--- src/rtl/lsu_bus_master.sv ---
// Load/store bus master: turns MEM-stage load/store controls into one word-wide req/ack bus transaction.
// Define LSU_WRITE_LOG_EN to print a simulation log line for every acknowledged write.
module lsu_bus_master #(
  parameter int TIMEOUT_CYCLES = 255
) (
  input  logic        Clock,
  input  logic        Reset,
  input  logic        MemWrite,
  input  logic        MemRead,
  input  logic [1:0]  StoreType,
  input  logic [1:0]  LoadType,
  input  logic        SignRead,
  input  logic [31:0] WPC,
  input  logic [31:0] Addr,
  input  logic [31:0] WD,
  output logic [31:0] RD,
  output logic        Busy,
  output logic        AddrExc,
  output logic        BusErr,
  output logic        bus_req,
  output logic        bus_we,
  output logic [31:0] bus_addr,
  output logic [3:0]  bus_be,
  output logic [31:0] bus_wdata,
  input  logic        bus_ack,
  input  logic [31:0] bus_rdata,
  output logic [1:0]  o_dbg_state
);

  // Bus handshake: bus_req rises with address/be/wdata already stable and holds them
  // unchanged until the first rising edge where bus_ack=1 (bus_rdata valid on that edge);
  // bus_req then drops for at least one cycle. bus_ack seen while bus_req=0 is ignored.
  typedef enum logic [1:0] {S_IDLE = 2'd0, S_REQ = 2'd1, S_DONE = 2'd2} state_t;

  localparam logic [15:0] TIMEOUT_LIM = 16'(TIMEOUT_CYCLES);

  state_t      r_state;
  logic [15:0] r_cnt;
  logic        r_we;
  logic        r_half;
  logic        r_byte;
  logic [1:0]  r_off;
  logic        r_sign;
  logic [31:0] r_wpc;

  logic        w_req;
  logic [1:0]  w_size;
  logic        w_half;
  logic        w_byte;
  logic        w_mis;
  logic        w_start;
  logic [15:0] w_cnt_nxt;
  logic [3:0]  w_be;
  logic [31:0] w_wdata;
  logic [31:0] w_shift;
  logic [31:0] w_load;

  assign w_req     = MemWrite | MemRead;
  assign w_size    = MemWrite ? StoreType : LoadType;
  assign w_half    = (w_size == 2'd1);
  assign w_byte    = (w_size == 2'd2);
  assign w_mis     = w_half ? Addr[0] : (w_byte ? 1'b0 : (Addr[1:0] != 2'b00));
  assign w_start   = (r_state == S_IDLE) & w_req & ~w_mis;
  assign w_cnt_nxt = r_cnt + 16'd1;

  assign AddrExc     = (r_state == S_IDLE) & w_req & w_mis;
  // Gated by reset so the pipeline is released the moment reset asserts.
  assign Busy        = Reset & (w_start | (r_state == S_REQ));
  assign o_dbg_state = r_state;

  always_comb begin
    w_be    = 4'b1111;
    w_wdata = WD;
    if (MemWrite) begin
      if (w_half) begin
        w_be    = Addr[1] ? 4'b1100 : 4'b0011;
        w_wdata = {WD[15:0], WD[15:0]};
      end else if (w_byte) begin
        w_be    = 4'b0001 << Addr[1:0];
        w_wdata = {4{WD[7:0]}};
      end
    end
  end

  always_comb begin
    w_shift = bus_rdata >> {r_off, 3'b000};
    w_load  = bus_rdata;
    if (r_half)
      w_load = {{16{r_sign & w_shift[15]}}, w_shift[15:0]};
    else if (r_byte)
      w_load = {{24{r_sign & w_shift[7]}}, w_shift[7:0]};
  end

  always_ff @(posedge Clock or negedge Reset) begin
    if (!Reset) begin
      r_state   <= S_IDLE;
      r_cnt     <= '0;
      r_we      <= 1'b0;
      r_half    <= 1'b0;
      r_byte    <= 1'b0;
      r_off     <= 2'b00;
      r_sign    <= 1'b0;
      r_wpc     <= '0;
      RD        <= '0;
      BusErr    <= 1'b0;
      bus_req   <= 1'b0;
      bus_we    <= 1'b0;
      bus_addr  <= '0;
      bus_be    <= '0;
      bus_wdata <= '0;
    end else begin
      BusErr <= 1'b0;
      case (r_state)
        S_IDLE: begin
          if (w_start) begin
            r_we      <= MemWrite;
            r_half    <= w_half;
            r_byte    <= w_byte;
            r_off     <= Addr[1:0];
            r_sign    <= SignRead;
            r_wpc     <= WPC;
            r_cnt     <= '0;
            bus_req   <= 1'b1;
            bus_we    <= MemWrite;
            bus_addr  <= {Addr[31:2], 2'b00};
            bus_be    <= w_be;
            bus_wdata <= w_wdata;
            r_state   <= S_REQ;
          end
        end
        S_REQ: begin
          if (bus_ack) begin
            bus_req <= 1'b0;
            if (!r_we) RD <= w_load;
            r_state <= S_DONE;
          end else if (w_cnt_nxt == TIMEOUT_LIM) begin
            bus_req <= 1'b0;
            BusErr  <= 1'b1;
            if (!r_we) RD <= '0;
            r_state <= S_DONE;
          end else begin
            r_cnt <= w_cnt_nxt;
          end
        end
        S_DONE: begin
          // The MEM stage still shows the finished request this cycle; do not restart it.
          r_cnt   <= '0;
          r_state <= S_IDLE;
        end
        default: r_state <= S_IDLE;
      endcase
    end
  end

`ifdef LSU_WRITE_LOG_EN
  always @(posedge Clock) begin
    if (Reset && r_state == S_REQ && bus_ack && r_we)
      $display("@%h: *%h <= %h (be %b)", r_wpc, bus_addr, bus_wdata, bus_be);
  end
`else
  logic w_unused_wpc;
  assign w_unused_wpc = ^r_wpc;
`endif

endmodule

--- config.mk ---
export PLATFORM = sky130hd
export DESIGN_NAME = lsu_bus_master
export DESIGN_NICKNAME = d
export VERILOG_FILES = /design/src/rtl/lsu_bus_master.sv
export SDC_FILE = /design/constraint.sdc
export NUM_CORES = 1
export LEC_CHECK = 0
export CAP_MARGIN = 20
export CORE_UTILIZATION = 25
export CTS_BUF_LIST = sky130_fd_sc_hd__clkbuf_16
export CTS_CLUSTER_SIZE = 24
export DETAILED_ROUTE_END_ITERATION = 7
export PLACE_DENSITY_LB_ADDON = 0.08
export RECOVER_POWER = 50
export SKIP_CTS_REPAIR_TIMING = 1
export SLEW_MARGIN = 20
export SYNTH_ARGS = -nofsm -noshare
export SYNTH_HDL_FRONTEND = slang
export SYNTH_SLANG_ARGS = --single-unit
export TNS_END_PERCENT = 5
--- constraint.sdc ---
create_clock -name Clock -period 2.95 [get_ports Clock]
set_input_delay 0.295 -clock Clock [delete_from_list [all_inputs] [get_ports Clock]]
set_output_delay 0.295 -clock Clock [all_outputs]
set_load 0.02 [all_outputs]
Word-level counts from Yosys, hierarchy flattened
Index checks and enable logic that the tools add are counted.
{ "word_totals": {"input_bits": 138, "output_inout_bits": 107, "reg_bits": 124, "word_cells": 76} }
{ "op_classes": {"n_reduce_logical": 10, "bitwise": 10, "n_mux": 31, "eq_ne": 9, "shift": 2, "add_sub_neg": 1} }
{ "ops": {"columns": ["cell", "count"], "rows": [
  ["32-bit two-way mux", 9],
  ["16-bit two-way mux", 3],
  ["16-bit one-hot mux with 3 select lines", 1],
  ["32-bit by 5-bit >> shifter with 16-bit output", 1],
  ["16-bit by 1-bit adder with 16-bit output, second input constant", 1],
  ["16-bit by 8-bit equality test with 1-bit output, second input constant", 1],
  ["4-bit two-way mux", 4],
  ["1-bit two-way mux", 8],
  ["2-bit two-way mux", 4],
  ["1-bit AND", 6],
  ["2-bit != test, second input constant", 3],
  ["3-bit AND reduction", 2],
  ["2-bit nonzero test", 3],
  ["2-bit by 1-bit equality test with 1-bit output, second input constant", 2],
  ["2-bit equality test, second input constant", 2],
  ["2-bit one-hot mux with 2 select lines", 1],
  ["2-bit AND reduction", 2],
  ["4-bit AND reduction", 1],
  ["1-bit by 2-bit left shift with 4-bit output, first input constant", 1],
  ["3-bit by 2-bit != test with 1-bit output, second input constant", 1],
  ["3-bit nonzero test", 1],
  ["2-bit logical NOT", 1],
  ["1-bit NOT", 2],
  ["1-bit bitwise OR", 2],
  ["1-bit one-hot mux with 2 select lines", 1]
]} }

Longest topological paths before layout
Gate-level depths: netlist (run 1).
{ "depth": {"depth_word": 8, "depth_mapped": 9, "ltp_nobuf": 7} }

Least setup slack after synthesis (run 1)
No wires, ideal clock.
{ "synth_timing": {"path_type": "input to output", "start": "input port MemWrite", "end": "output port Busy", "n_path_buf": 4, "required_time_ns": 2.655, "stages": 8, "slack_ns": 0.676, "arrival_ns": 1.979, "path_cell_list": "buf_2 -> nand3b_2 -> a21boi_0 -> a21o_1 -> buf_2 -> buf_2 -> buf_2 -> a21boi_0"} }
{ "synth_via": {"elab_chain_len": 8, "elab_cells_between_ends": 11, "cone_classes": "eq/ne: 2; mux: 3; bitwise: 6"} }
{ "synth_lines": {"columns": ["item", "line", "text"], "rows": [
  ["start: declaration", "8", "input logic MemWrite,"],
  ["2-bit two-way mux", "59", "assign w_size = MemWrite ? StoreType : LoadType;"],
  ["2-bit equality test", "61", "assign w_byte = (w_size == 2'd2);"],
  ["1-bit two-way mux (2 in a row)", "62", "assign w_mis = w_half ? Addr[0] : (w_byte ? 1'b0 : (Addr[1:0] != 2'b00));"],
  ["1-bit NOT", "63", "assign w_start = (r_state == S_IDLE) & w_req & ~w_mis;"],
  ["1-bit AND (*)", "63", null],
  ["1-bit bitwise OR (*)", "68", "assign Busy = Reset & (w_start | (r_state == S_REQ));"],
  ["1-bit AND (*)", "68", null],
  ["end: declaration", "17", "output logic Busy,"]
]} }
Mark *: on every way between the ends. The rest lies on a longest branch, timed or not.

Final worst setup path (run 1)
Same ends and word-level chain as after synthesis.

==> impl_metrics.tcl, run 1 <==
set metrics [dict create \
    outcome "finished clean" \
    rr_endpoint "RD[28]$_DFFE_PN0P_" \
    yosysTopAreaCellShare 0.4970 \
    clock.fmax_mhz 353.1 \
    critPathMaxStageDelay_ns 0.69 \
    clock_tree.buffer_depth 2 \
    ys_top_cells_by_area "dfrtp_1, mux2_2, o21ai_0" \
    count_of_maximum_capacitance_violations 0 \
    clk_pin_slew_ns 0.06 \
    worst_path_max_delay_cell "clkdlybuf4s50_1" \
    tritoncts_num_sinks 124 \
    endpoint_kind "primary output" \
    routed_wl_um 19620 \
    hold_class "primary input to asynchronous set/reset pin" \
    yosys.area.top_type "dfrtp_1" \
    fraction_of_final_layout_cells_with_drive_strength_greater_than_1 0.1298 \
    worst-setup-path-type "primary input to primary output" \
    initial_core_util 0.2560 \
    crit_end "Busy" \
    rr_startpoint "r_cnt[1]$_DFFE_PN0P_" \
    worst_path_maximum_fanout 8 \
    yosysMostFrequentCell "dfrtp_1" \
    finalMaxSlewViolations 0 \
    coreArea_mm2 0.02439 \
    r2r.worst_path.cells 7 \
    antenna-diode-count 0 \
    hold_viol_final 0 \
    critical_path.cell_chain "clkdlybuf4s50_1, nand2b_1, o221ai_1, a21o_4, a21boi_0, buf_4, clkdlybuf4s50_1" \
    stdcell_count 1179 \
    register_area_mm2 0.003103 \
    dr_total_vias 5598 \
    ys_seq_area_frac 0.4970 \
    worst_r2r_setup_slack_ns 0.26 \
    chip_height_um 160.0 \
    wl_per_cell_um 16.64 \
    ant_nets 0 \
    drt-vias-per-instance 4.748 \
    max_slew.worst_pin.slew_ns 1.235 \
    max_slew_margin 0.1769 \
    syn_area_per_cell_um2 9.832 \
    synth_commonest_cells "dfrtp_1, nand2_1, o21ai_0" \
    dpl.cell_count 1147 \
    power.density_cell_area_mw_per_mm2 949.5 \
    die_area_mm2 0.02561 \
    leakage_power_figure_nw 3.982 \
    critPathTopFamily "buffers and inverters" \
    h_tree_levels 4 \
    count_of_distinct_cell_types_in_the_synthesized_netlist 61 \
    postSynth.asyncResetShare 1.000 \
    critical_path_buf_inv_count 3 \
    globalRouteTotalUtil 0.1571 \
    clock_latency_ns 0.41 \
    synth_edf_count 0 \
    finalCriticalPeriod_ns 2.832 \
    grt_overflow_total 0 \
    numPortBuffers 210 \
    final_setup_vio_count 0 \
    critPathArrivalTime_ns 2.54 \
    grt_max_degree 106 \
    pin_count 245 \
    vias_in_the_first_global_route 5664 \
    area_of_the_multi_input_gates_mm2 0.002902 \
    placementRows 57 \
    ys_ff_latch 124 \
    crit_cells 7 \
    tns_ns 0 \
    hold_worst_slack_ns 0.3241 \
    cts_made_buffers 17 \
    top_reg_cell_synth "dfrtp_1" \
    clock-root-buffer "clkbuf_16" \
    number_of_iterations_in_the_first_detailed_routing_pass 5 \
    vdd_ir_drop_max_v 0.0004217 \
    post_synth_inst_count 635 \
    drt_iter0_markers 229 \
    worst_clock_skew_ns 0.007150 \
    path_common_cell "clkdlybuf4s50_1" \
    critical_path_required_ns 2.65 \
    area_growth_syn_to_layout_pct 49.54 \
    num-nets-final 982 \
    fill_cells 2441 \
    grt_first_pass_wirelength_um 31640 \
    yosys_warnings 0 \
    gpl.final_weighted_congestion 0.8415 \
    setup_repair_after_global_routing_missed_its_margin "false" \
    finalCritPeriodShare 0.9600 \
    floorplan.die.width_um 160.0 \
    dp_hpwl_um 14180 \
    startpoint_type "primary input" \
    drcViolationCount 0 \
    antenna_found_initial 2 \
    synth_area_mm2 0.006243 \
    startpoint "MemWrite" \
    tritoncts "built" \
]
through the flow:
stage               worst slack, ns  power [mW]  area, um^2    util
finish                       0.1179       8.865        9336  0.3828
global route               0.008983       9.445        9336  0.3828
floorplan                    0.6758       4.862        6247       -
CTS                         0.09037       9.131        9343  0.3830
global placement             0.1088       6.811        8730  0.3579
detailed placement           0.1049       6.862        8730  0.3579
flip-flops by register name, indices dropped and copies added (netlist names), 2 cells and up:
| register | cells |
|---|---|
| bus_be | 4 |
| r_off | 2 |
| o_dbg_state | 2 |
| r_cnt | 16 |
| bus_addr | 30 |
| bus_wdata | 32 |
| RD | 32 |
layout by cell type (no fill, tap or decap), types with 17 or more instances in the layout:
master,synthesis,routed
nand3_1,24,24
a21oi_1,36,36
dfrtp_1,124,124
dlygate4sd3_1,0,51
clkdlybuf4s50_1,0,158
mux2i_1,28,28
clkbuf_16,0,17
nor2_1,36,36
nand2_1,89,89
mux2_2,41,41
o21ai_0,85,85
layout make-up:
class	count	area share
well taps	324	0.04342
flip-flops and latches	124	0.3324
clock buffers	17	0.04556
repair buffers	229	0.2422
clock inverters	15	0.02010
inverters	14	0.005629
multi-input cells	456	0.3108
kinds of logic after synthesis:
family                     share of synthesized area
AOI/OAI and AO/OA                             0.1733
xor gates and xnor gates                    0.005612
adders and majority gates                   0.004007
buffers and inverters                        0.04008
DFF                                           0.4970
muxes                                         0.1224
other                                      0.0006006
and+or+nand+nor                               0.1569
layer usage:
metal / global-route usage / wire, um
met5: 0 / 26
met4: 0.03593 / 162
met3: 0.06649 / 1844
met2: 0.2377 / 8782
met1: 0.2067 / 8806
power breakdown:
part / switching [mW] / total, mW / internal, mW
Sequential: 0.476 / 2.86 / 2.39
Clock: 0.854 / 2.20 / 1.34
Combinational: 2.05 / 3.80 / 1.75
worst min path at each step:
stage                                   start                         to  slack, ns  cells after the start
floorplan                               Reset           BusErr$_DFF_PN0_    -0.0006                      0
global placement    bus_wdata[13]$_DFFE_PN0P_  bus_wdata[13]$_DFFE_PN0P_       0.46                      2
detailed placement      bus_be[0]$_DFFE_PN0P_      bus_be[0]$_DFFE_PN0P_       0.47                      2
CTS                                     Reset       r_cnt[2]$_DFFE_PN0P_       0.03                      2
global route                            Reset       r_cnt[2]$_DFFE_PN0P_       0.45                      2
finish                                  Reset       r_cnt[2]$_DFFE_PN0P_       0.32                      2
worst register-to-register path, cell delays in order (launching register included):
cell and delay (ns):
dfrtp_1 0.51, ha_1 0.29, and3_2 0.26, nand4_1 0.17
mux2i_1 0.20, nand4bb_4 0.35, nor3_4 0.56, o21ai_0 0.22
Note: power is estimated with default switching activity, not from simulation.
==> inputs of run 2 (changes only) <==
--- a/config.mk
+++ b/config.mk
@@ -13,7 +13,6 @@
 export PLACE_DENSITY_LB_ADDON = 0.08
 export RECOVER_POWER = 50
 export SKIP_CTS_REPAIR_TIMING = 1
-export SLEW_MARGIN = 20
 export SYNTH_ARGS = -nofsm -noshare
 export SYNTH_HDL_FRONTEND = slang
 export SYNTH_SLANG_ARGS = --single-unit
==> impl_metrics.tcl, run 2 (synthesized netlist as in run 1, its figures left out) <==
set metrics [dict create \
    setup_repair_after_global_routing_missed_its_margin "false" \
    ant_nets 0 \
    critPathTopFamily "buffers and inverters" \
    floorplan.die.width_um 160.0 \
    final_setup_vio_count 0 \
    antenna_found_initial 2 \
    die_area_mm2 0.02561 \
    chip_height_um 160.0 \
    mostFrequentLayoutCells "clkdlybuf4s50_1, dfrtp_1, nand2_1" \
    routed_wl_um 19640 \
    tns_ns 0 \
    hold_class "primary input to asynchronous set/reset pin" \
    gpl.final_weighted_congestion 0.8415 \
    most_common_library_cell_in_the_layout_ignoring_fill_and_taps "clkdlybuf4s50_1" \
    coreArea_mm2 0.02439 \
    startpoint_type "primary input" \
    power.density_cell_area_mw_per_mm2 947.0 \
    endpoint_kind "primary output" \
    worst_path_maximum_fanout 8 \
    critPathArrivalTime_ns 2.53 \
    critical_path_required_ns 2.65 \
    h_tree_levels 4 \
    finalCritPeriodShare 0.9586 \
    max_slew_margin 0.1067 \
    clock-root-buffer "clkbuf_16" \
    drcViolationCount 0 \
    count_of_maximum_capacitance_violations 0 \
    critical_path.cell_chain "clkdlybuf4s50_1, nand2b_1, o221ai_1, a21o_4, a21boi_0, buf_4, clkdlybuf4s50_1" \
    r2r.worst_path.cells 7 \
    wl_per_cell_um 16.64 \
    finalMaxSlewViolations 0 \
    clk_pin_slew_ns 0.06 \
    fill_cells 2439 \
    worst_clock_skew_ns 0.006760 \
    leakage_power_figure_nw 3.991 \
    path_common_cell "clkdlybuf4s50_1" \
    tritoncts "built" \
    finalCriticalPeriod_ns 2.828 \
    initial_core_util 0.2560 \
    globalRouteTotalUtil 0.1571 \
    register_area_mm2 0.003103 \
    pin_count 245 \
    grt_first_pass_wirelength_um 31640 \
    cts_made_buffers 17 \
    dr_total_vias 5569 \
    dp_hpwl_um 14180 \
    largest_registers "RD: 32 flops, bus_wdata: 32 flops, bus_addr: 30 flops" \
    worst-setup-path-type "primary input to primary output" \
    antenna-diode-count 0 \
    critPathMaxStageDelay_ns 0.69 \
    max_slew.worst_pin.slew_ns 1.340 \
    tritoncts_num_sinks 124 \
    hold_viol_final 0 \
    worst_r2r_setup_slack_ns 0.25 \
    vias_in_the_first_global_route 5664 \
    hold_worst_slack_ns 0.3278 \
    clock_tree.buffer_depth 2 \
    numPortBuffers 210 \
    grt_overflow_total 0 \
    clock.fmax_mhz 353.6 \
    rr_startpoint "r_cnt[1]$_DFFE_PN0P_" \
    area_growth_syn_to_layout_pct 49.92 \
    worst_path_max_delay_cell "clkdlybuf4s50_1" \
    rr_endpoint "RD[28]$_DFFE_PN0P_" \
    area_of_the_multi_input_gates_mm2 0.002902 \
    outcome "finished clean" \
    clock_latency_ns 0.41 \
    grt_max_degree 106 \
    placementRows 57 \
    number_of_iterations_in_the_first_detailed_routing_pass 4 \
    drt-vias-per-instance 4.719 \
    critical_path_buf_inv_count 3 \
    fraction_of_final_layout_cells_with_drive_strength_greater_than_1 0.1297 \
    num-nets-final 983 \
    vdd_ir_drop_max_v 0.0004216 \
    drt_iter0_markers 237 \
]
==> run 2: cell count changes in the layout (fill, tap and decap cells not counted), sizes merged <==
cell	previous run	this run
buf	17	18
==> run 2: per-layer routing <==
metal,up-vias,part of all wire,GRT usage
li1,2695,-,-
met1,2649,0.45,0.2067
met2,205,0.45,0.2377
met3,16,0.095,0.06649
met4,4,0.0090,0.03593
met5,-,0.0012,0
==> run 2: per-stage QoR <==
stage	setup slack (ns)	total power [mW]	cell area (um^2)	cells	utilization
after floorplan	0.6758	4.862	6247	636	-
after global placement	0.1088	6.811	8730	1147	0.3579
after detailed placement	0.1049	6.862	8730	1147	0.3579
after CTS	0.09037	9.131	9343	1179	0.3830
after global routing	0.008983	9.450	9360	1180	0.3838
final	0.1221	8.864	9360	1180	0.3838
==> run 2: where the power goes <==
part           internal [mW]  total, mW  switching [mW]
Sequential              2.39       2.87           0.477
Clock                   1.34       2.19           0.849
Combinational           1.75       3.81            2.05
Total                   5.49       8.86            3.38
==> run 2: how the worst max path moves through the flow <==
stage,from,end,slack (ns),cells past startpoint
2_1_floorplan,MemWrite,Busy,0.68,8
3_3_place_gp,MemWrite,Busy,0.11,7
3_5_place_dp,MemWrite,Busy,0.10,7
4_1_cts,MemWrite,Busy,0.09,7
5_1_grt,r_cnt[1]$_DFFE_PN0P_,RD[28]$_DFFE_PN0P_,0.009,7
6_report,MemWrite,Busy,0.12,7
==> run 2: cell type report <==
class	count	area share
multi-input cells	456	0.3100
clock inverters	15	0.02005
clock buffers	17	0.04545
inverters	14	0.005614
flip-flops and latches	124	0.3315
well taps	324	0.04331
repair buffers	230	0.2441
==> run 2: worst register-to-register path, cell delays in order, from the launching register on <==
cell	delay (ns)
dfrtp_1	0.51
ha_1	0.29
and3_2	0.26
nand4_1	0.17
mux2i_1	0.19
nand4bb_4	0.34
nor3_4	0.56
o21ai_0	0.22
